## config.mk

```make
export PLATFORM = sky130hd
export DESIGN_NAME = mem_arbiter
export DESIGN_NICKNAME = d
export VERILOG_FILES = /design/src/rtl/mem_arbiter.sv
export SDC_FILE = /design/constraint.sdc
export NUM_CORES = 1
export LEC_CHECK = 0
export ABC_CLOCK_PERIOD_IN_PS = 1300
export CORE_AREA = 2 2 105 107
export DETAILED_ROUTE_END_ITERATION = 6
export DIE_AREA = 0 0 107 109
export PLACE_DENSITY = 0.77
export SYNTH_ARGS = -nofsm -noshare
export SYNTH_HDL_FRONTEND = slang
export SYNTH_SLANG_ARGS = --single-unit
```

## constraint.sdc

```tcl
create_clock -name clk -period 1.3 [get_ports clk]
set_input_delay 0.26 -clock clk [delete_from_list [all_inputs] [get_ports clk]]
set_output_delay 0.26 -clock clk [all_outputs]
set_load 0.01 [all_outputs]
```

## src/rtl/mem_arbiter.sv

```systemverilog
// Purpose: round-robin sequencer for two cache ports sharing one single-ported memory; loads are 8-word line bursts, stores are single words.
// Latency: load grant 1 cycle after request, beats 0..7 on cycles 2..9, done on cycle 9; store write on cycle 1, done on cycle 2.
// Backpressure: none; one transaction at a time, and requests are only looked at in IDLE, so a losing port simply keeps requesting.
module mem_arbiter #(
    parameter int LINE_WORDS = 8,
    parameter int ADDR_W     = 11,
    parameter int DATA_W     = 32
) (
    input  logic              clk,
    input  logic              reset,
    input  logic              req0,
    input  logic              req1,
    input  logic              we0,
    input  logic              we1,
    input  logic [31:0]       addr0,
    input  logic [31:0]       addr1,
    input  logic [DATA_W-1:0] wdata0,
    input  logic [DATA_W-1:0] wdata1,
    output logic              gnt0,
    output logic              gnt1,
    output logic              rvalid0,
    output logic              rvalid1,
    output logic [DATA_W-1:0] rdata,
    output logic [2:0]        rbeat,
    output logic              done0,
    output logic              done1,
    output logic              memEn,
    output logic              memWe,
    output logic [ADDR_W-1:0] memAddr,
    output logic [DATA_W-1:0] memWdata,
    input  logic [DATA_W-1:0] memRdata
);

    // Word-offset bits inside a line; the burst only ever walks these.
    localparam int OFF_W = $clog2(LINE_WORDS);

    typedef enum logic [2:0] {IDLE, RD, RD_LAST, WR, DONE} state_t;

    state_t              state_q;
    logic                lastgnt_q;    // port that received the most recent grant
    logic                port_q;       // port owning the current transaction
    logic                gnt_q;
    logic                rvalid_q;
    logic                done_q;
    logic [OFF_W-1:0]    issue_q;      // line offset currently presented on memAddr
    logic [2:0]          rbeat_q;
    logic                mem_en_q;
    logic                mem_we_q;
    logic [ADDR_W-1:0]   mem_addr_q;
    logic [DATA_W-1:0]   mem_wdata_q;

    logic                any_req_d;
    logic                win_d;
    logic                win_we_d;
    logic [ADDR_W-1:0]   win_addr_d;
    logic [DATA_W-1:0]   win_wdata_d;
    logic [OFF_W-1:0]    issue_d;

    // Address bits above the memory size alias away by design.
    logic unused_addr_hi;
    assign unused_addr_hi = ^{addr0[31:ADDR_W], addr1[31:ADDR_W]};

    // Round-robin pick: on a tie the port that did not win last time goes next.
    always_comb begin
        any_req_d   = req0 | req1;
        win_d       = (req0 && req1) ? ~lastgnt_q : req1;
        win_we_d    = win_d ? we1 : we0;
        win_addr_d  = win_d ? addr1[ADDR_W-1:0] : addr0[ADDR_W-1:0];
        win_wdata_d = win_d ? wdata1 : wdata0;
        issue_d     = issue_q + OFF_W'(1);
    end

    // Transaction FSM; every output is a register so memory timing is clean.
    always_ff @(posedge clk) begin
        if (reset) begin
            state_q     <= IDLE;
            lastgnt_q   <= 1'b1;
            port_q      <= 1'b0;
            gnt_q       <= 1'b0;
            rvalid_q    <= 1'b0;
            done_q      <= 1'b0;
            issue_q     <= '0;
            rbeat_q     <= '0;
            mem_en_q    <= 1'b0;
            mem_we_q    <= 1'b0;
            mem_addr_q  <= '0;
            mem_wdata_q <= '0;
        end else begin
            // Single-cycle strobes fall unless a state re-asserts them.
            rvalid_q <= 1'b0;
            done_q   <= 1'b0;
            mem_en_q <= 1'b0;
            mem_we_q <= 1'b0;
            case (state_q)
                IDLE: begin
                    if (any_req_d) begin
                        gnt_q       <= 1'b1;
                        port_q      <= win_d;
                        lastgnt_q   <= win_d;
                        mem_en_q    <= 1'b1;
                        mem_wdata_q <= win_wdata_d;
                        if (win_we_d) begin
                            state_q    <= WR;
                            mem_we_q   <= 1'b1;
                            mem_addr_q <= win_addr_d;
                        end else begin
                            state_q    <= RD;
                            issue_q    <= '0;
                            mem_addr_q <= {win_addr_d[ADDR_W-1:OFF_W], {OFF_W{1'b0}}};
                        end
                    end
                end
                RD: begin
                    // Data for the word issued this cycle shows up next cycle.
                    rvalid_q <= 1'b1;
                    rbeat_q  <= 3'(issue_q);
                    if (issue_q == OFF_W'(LINE_WORDS - 1)) begin
                        state_q <= RD_LAST;
                        done_q  <= 1'b1;
                    end else begin
                        mem_en_q   <= 1'b1;
                        issue_q    <= issue_d;
                        mem_addr_q <= {mem_addr_q[ADDR_W-1:OFF_W], issue_d};
                    end
                end
                RD_LAST: begin
                    state_q <= IDLE;
                    gnt_q   <= 1'b0;
                    rbeat_q <= '0;
                end
                WR: begin
                    state_q <= DONE;
                    done_q  <= 1'b1;
                end
                DONE: begin
                    state_q <= IDLE;
                    gnt_q   <= 1'b0;
                end
                default: begin
                    state_q <= IDLE;
                    gnt_q   <= 1'b0;
                end
            endcase
        end
    end

    // Memory strobes are masked while reset is high so a write cycle caught by reset never lands.
    assign memEn    = mem_en_q & ~reset;
    assign memWe    = mem_we_q & ~reset;
    assign memAddr  = mem_addr_q;
    assign memWdata = mem_wdata_q;

    assign gnt0    = gnt_q & ~port_q;
    assign gnt1    = gnt_q & port_q;
    assign rvalid0 = rvalid_q & ~port_q;
    assign rvalid1 = rvalid_q & port_q;
    assign done0   = done_q & ~port_q;
    assign done1   = done_q & port_q;
    assign rbeat   = rbeat_q;
    assign rdata   = memRdata;

endmodule

```

==> impl_metrics.csv, run 1 <==
group,metric,value,unit
global_route,grt_pass1_wl,15.4,mm
clock_tree,clk_pin_slew_worst_paths,0.08,ns
die,die_area,11700,um2
setup_path,critical_path.max_stage_delay,0.37,ns
setup_path,arrival,1.63,ns
die,die_h,109,um
status,status,"finished with violations",
synth,syn_area_per_cell,10.2,um2
setup_path,cp_top_family,"buffers and inverters",
setup_path,cp_data_required_time,1.51,ns
routing,avgRoutedWirePerCell,17.3,um
timing,setup_ws,-0.113,ns
setup_path,critical_path_class,"reg -> reg",
place,place_ws,-0.528,ns
finish,antenna_cells,0,
timing,rsz0062_at_grt,"yes",
setup_path,critPathSlowestCell,"dfxtp_4",
finish,drive_above_1_share,0.363,
synth,async_reset_ff_frac,0,
power_and_ir_drop,vdd_drop_max,0.542,mV
die,initial_core_util,0.294,
timing,worstMarginPinSlew,0.382,ns
timing,min_period,1.41,ns
clock_tree,cts_sinks,59,
finish,area_delta_synth_final,76.7,%
routing,drcViolationCount,0,
global_route,grt_max_degree,22,
synth,ys_ff_latch,59,
synth,synth_top_area_frac,0.379,
synth,seq_area_frac_synth,0.379,
clock_tree,cts_made_buffers,9,
synth,synth_area,3120,um2
setup_path,r2r_end,"memWdata[7]$_SDFFE_PP0N_",
die,core-area,10600,um2
setup_path,crit_start,"state_q[2]$_SDFFE_PP0P_",
die,die_w,107,um
place,port_buffers,145,
routing,route.vias.total,2918,
timing,clock.fmax,708,MHz
synth,yosysTopAreaCell,"dfxtp_1",
status,failed_checks,"setup timing",
synth,synth_edf_count,0,
routing,routed_wirelength,10.6,mm
synth,syn_nets,475,
global_route,grt_overflow,0,
flow_run,drv_cap,0,
power_and_ir_drop,leakagePower,2.27,nW
finish,design_area,5510,um2
clock_tree,clockBufferDepth,2,
hold_path,hold_path_class,"in -> reg",
setup_path,crit_path_max_fanout,6,
timing,slew_headroom,0.746,
timing,finalHoldViolations,0,
die,pin_count,252,
timing,tns,-4.11,ns
routing,antenna_left,0,
die,rows,38,
global_route,grt_usage,0.174,
synth,syn_inst,307,
clock_tree,insertion_delay,0.34,ns
routing,viasPerCell,4.75,
setup_path,r2r-start,"state_q[2]$_SDFFE_PP0P_",
place,gp_congestion,0.799,
place,placed_cell_area,4580,um2
global_route,antenna_found_initial,0,
setup_path,start_kind,"register",
global_route,grt_pass1_vias,3073,
synth,yosysWarnings,0,
hold_path,hold-path-cell-count,3,
timing,slew_viol_final,0,
routing,drt_iter0_drc,60,
clock_tree,clockRootBuffer,"clkbuf_8",
power_and_ir_drop,p_per_area,1060,nW/um2
clock_tree,cts-htree-levels,3,
setup_path,r2r_cells,6,
hold_path,hold_start,"reset",
routing,drt_pass1_iterations,4,
timing,fin_crit_sh,1.09,
setup_path,rrSetupSlack,-0.11,ns
setup_path,path_buf_inv,3,
setup_path,critPathCaptureType,"register",
setup_path,crit_chain,"nor3_4 > o21a_4 > buf_12 > buf_8 > clkbuf_16 > a211oi_2",
clock_tree,cts_tree,"yes",
hold_path,hold_path_end,"rbeat[1]$_SDFFE_PP0P_",
synth,synth_ff_type,"dfxtp_1",
synth,synthTopCellsByArea,"dfxtp_1 38%, a211oi_2 16%, mux2i_1 13%",
finish,final_nets,637,
timing,setup_violations,48,
place,hpwl,6.30,mm
clock_tree,holdBufCountCts,0,
synth,ys_types,35,
finish,fillers,959,
timing,fin_skew,0.0110,ns
[placed cells by master, fill, tap and decap left out, drive strengths merged, types with 5 or more instances in the layout]
cell and instances:
dlygate4sd2 44, buf 64, a211oi 40, clkdlybuf4s50 88
nand2 5, nor2 51, mux2i 41, nor2b 5
dfxtp 59, clkbuf 14
[flip-flops by register name, summed over array words and instances (netlist names)]
register and cells:
gnt_q 1, rvalid_q 1, mem_en_q 1, issue_q 3, port_q 1, lastgnt_q 1
memAddr 11, done_q 1, state_q 3, mem_we_q 1, rbeat 3, memWdata 32
[report_power, final]
| part | switching, W | leakage, nW | internal [W] |
|---|---|---|---|
| clock network | 0.000819 | 0.0916 | 0.000893 |
| logic | 0.000878 | 1.68 | 0.00118 |
| registers | 0.000102 | 0.491 | 0.00199 |
[cells by family after synthesis]
group	count (synthesis)	share of synthesized area
buffers and inverters	58	0.137
muxes	41	0.132
AOI/OAI and AO/OA	67	0.227
and+or+nand+nor	80	0.118
adders and majority gates	2	0.00802
DFF	59	0.379
[routing by layer]
layer | vias up | part of all wire | global-route usage
met5 | - | 0 | 0
met4 | 0 | 0.027 | 0.0733
met3 | 32 | 0.068 | 0.0508
met2 | 118 | 0.52 | 0.321
met1 | 1376 | 0.38 | 0.185
li1 | 1392 | - | -
[worst reg2reg max path: cells and delay by family (launching register included)]
family | cells | cell delay, ns
AND/OR/NAND/NOR | 1 | 0.23
AO/OA/AOI/OAI | 2 | 0.28
flip-flops | 1 | 0.37
buffers and inverters | 3 | 0.40
[layout make-up]
type,instances,area (um2),area share
Sequential cell,59,1200,0.217
Inverter,4,15.0,0.00272
Clock buffer,9,124,0.0225
Timing Repair Buffer,205,2170,0.394
Tap cell,140,175,0.0318
Clock inverter,7,78.8,0.0143
Multi-Input combinational cell,190,1750,0.317
[synth_stat cells (4+ instances only)]
master / number
a211oi_2: 40
a22oi_1: 4
buf_4: 37
buf_6: 9
clkbuf_1: 5
dfxtp_1: 59
inv_1: 4
mux2i_1: 41
nand2_1: 5
nand3b_1: 4
nor2_1: 51
nor2b_1: 5
o21ai_1: 4
[worst max-delay path by stage]
stage                                endpoint  slack (ns)  cells past startpoint
floorplan           memWdata[10]$_SDFFE_PP0N_       -0.03                      7
finish               memWdata[7]$_SDFFE_PP0N_       -0.11                      6
detailed placement    memAddr[0]$_SDFFE_PP0P_       -0.53                      5
CTS                  memWdata[7]$_SDFFE_PP0N_        -0.1                      6
global placement    memWdata[23]$_SDFFE_PP0N_       -0.44                      5
global route        memWdata[27]$_SDFFE_PP0N_       -0.16                      6
[through the flow]
| step | instances | util | hold WS, ns | power [W] |
|---|---|---|---|---|
| final | 614 | 0.520 | 0.297 | 0.00587 |
| after global routing | 614 | 0.520 | 0.290 | 0.00617 |
| after CTS | 611 | 0.507 | 0.281 | 0.00589 |
| after detailed placement | 564 | 0.432 | 0.506 | 0.00371 |
| after global placement | 564 | 0.432 | 0.487 | 0.00366 |
| after floorplan | 307 | - | 0.352 | 0.00303 |
[what timing repair did]
| item | CTS | global route |
|---|---|---|
| resized for setup | 134 | 45 |
| setup buffers | 20 | 7 |
| cloned | 12 | 4 |
| pin swaps | 14 | 23 |
| setup endpoints to repair | 102 | 54 |
No activity file was read; power rests on OpenSTA's default activity.
==> run 2: changes to the inputs <==
--- a/config.mk
+++ b/config.mk
@@ -10,6 +10,7 @@
 export DETAILED_ROUTE_END_ITERATION = 6
 export DIE_AREA = 0 0 107 109
 export PLACE_DENSITY = 0.77
+export SKIP_CTS_REPAIR_TIMING = 1
 export SYNTH_ARGS = -nofsm -noshare
 export SYNTH_HDL_FRONTEND = slang
 export SYNTH_SLANG_ARGS = --single-unit
==> impl_metrics.csv, run 2 (same netlist as run 1, synthesis figures left out) <==
group,metric,value,unit
clock_tree,clockRootBuffer,"clkbuf_8",
finish,final_common_cell,"clkdlybuf4s50_1",
global_route,grt_max_degree,41,
global_route,antenna_found_initial,0,
power_and_ir_drop,intPower,0.00407,W
setup_path,cp_data_required_time,1.55,ns
timing,fin_crit_sh,1.16,
routing,drt_iter0_drc,73,
power_and_ir_drop,pwr-share-clk,0.294,
clock_tree,insertion_delay,0.34,ns
die,initial_core_util,0.294,
place,port_buffers,145,
finish,final_cell_mix,"88 x clkdlybuf4s50_1, 52 x dfxtp_1, 50 x dlymetal6s2s_1",
routing,viasPerCell,4.78,
clock_tree,cts_sinks,59,
status,failed_checks,"setup timing",
clock_tree,clockBufferDepth,2,
clock_tree,cts-htree-levels,3,
power_and_ir_drop,seqPwrFrac,0.360,
clock_tree,cts_tree,"yes",
die,core-area,10600,um2
status,status,"finished with violations",
routing,antenna_left,0,
timing,setup_violations,46,
power_and_ir_drop,power,0.00585,W
finish,antenna_cells,0,
routing,avgRoutedWirePerCell,17.6,um
setup_path,critPathCaptureType,"register",
timing,rsz0062_at_grt,"yes",
routing,route.vias.total,2909,
timing,slew_viol_final,0,
setup_path,critical_path_class,"reg -> reg",
finish,seqCellArea,1200,um2
power_and_ir_drop,switchingPower,0.00178,W
timing,slew_headroom,0.758,
power_and_ir_drop,p_per_area,1040,nW/um2
finish,final_nets,632,
place,hpwl,6.30,mm
routing,drcViolationCount,0,
clock_tree,cts_made_buffers,9,
routing,routed_wirelength,10.7,mm
setup_path,arrival,1.76,ns
timing,fin_skew,0.0123,ns
global_route,grt_overflow,0,
hold_path,hold_path_class,"in -> reg",
finish,largest_reg_flops,32,
setup_path,start_kind,"register",
power_and_ir_drop,comb_power_share,0.346,
die,die_area,11700,um2
timing,finalHoldViolations,0,
die,rows,38,
global_route,grt_pass1_wl,12.7,mm
die,die_h,109,um
timing,setup_ws,-0.214,ns
finish,area_delta_synth_final,79.6,%
finish,drive_above_1_share,0.333,
timing,clock.fmax,661,MHz
global_route,grt_usage,0.138,
timing,worstMarginPinSlew,0.363,ns
die,pin_count,252,
timing,min_period,1.51,ns
power_and_ir_drop,switching_share,0.305,
die,die_w,107,um
clock_tree,clk_pin_slew_worst_paths,0.08,ns
setup_path,crit_path_max_fanout,7,
power_and_ir_drop,vdd_drop_max,0.546,mV
global_route,grt_pass1_vias,2719,
place,gp_congestion,0.799,
finish,multiInputGateArea,1720,um2
power_and_ir_drop,leakagePower,2.80,nW
routing,drt_pass1_iterations,4,
flow_run,drv_cap,0,
finish,fillers,918,
finish,post-route-util,0.528,
[run 2: cell types whose count changed in the layout (fill, tap and decap cells not counted), sizes merged]
| cell | before | now |
|---|---|---|
| clkbuf | 14 | 26 |
| dlymetal6s2s | 0 | 50 |
| clkdlybuf4s15 | 4 | 0 |
| dlygate4sd2 | 44 | 0 |
| o21a | 1 | 2 |
| buf | 64 | 44 |
[run 2: per-stage QoR]
stage / setup WS (ns) / cell area (um2) / hold WS, ns / setup TNS [ns] / instances
2_1_floorplan: -0.0259 / 3120 / 0.352 / -1.03 / 307
3_3_place_gp: -0.444 / 4580 / 0.487 / -21.10 / 564
3_5_place_dp: -0.528 / 4580 / 0.506 / -23.36 / 564
4_1_cts: -0.443 / 4780 / 0.281 / -19.36 / 580
5_1_grt: -0.262 / 5600 / 0.290 / -9.28 / 609
6_report: -0.214 / 5600 / 0.297 / -7.03 / 609
[run 2: worst paths after layout]
check / start / end / slack [ns] / cells after the start
max: state_q[2]$_SDFFE_PP0P_ / memWdata[24]$_SDFFE_PP0N_ / -0.21 / 5
min: reset / rbeat[1]$_SDFFE_PP0P_ / 0.30 / 3
max reg2reg: state_q[2]$_SDFFE_PP0P_ / memWdata[24]$_SDFFE_PP0N_ / -0.21 / 5
min reg2reg: gnt_q$_SDFFE_PP0P_ / gnt_q$_SDFFE_PP0P_ / 0.51 / 2
[run 2: critical path, stage by stage (launching register included)]
cell and delay (ns):
dfxtp_4 0.37, nor3_4 0.31, o21a_4 0.31, buf_6 0.15, nor2_1 0.05, a211oi_2 0.22
[run 2: routing by layer]
layer,share of wire,GRT usage,up-vias
li1,-,-,1382
met1,0.39,0.142,1386
met2,0.52,0.251,113
met3,0.067,0.0526,28
met4,0.023,0.0640,0
met5,0,0,-
[run 2: cell type report]
cell class,count,share of cell area
clock inverter,7,0.0141
tap,140,0.0313
clock buffer,9,0.0221
inverter,4,0.00268
timing repair buffer,199,0.408
multi-input combinational,191,0.308
sequential,59,0.214
[run 2: power by group through the flow]
stage	sequential, W	clock [W]	combinational [W]
after global routing	0.00213	0.00187	0.00215
final	0.00210	0.00172	0.00202
after detailed placement	0.00214	0	0.00157
after floorplan	0.00220	0	0.000834
after global placement	0.00213	0	0.00153
after CTS	0.00210	0.00178	0.00158
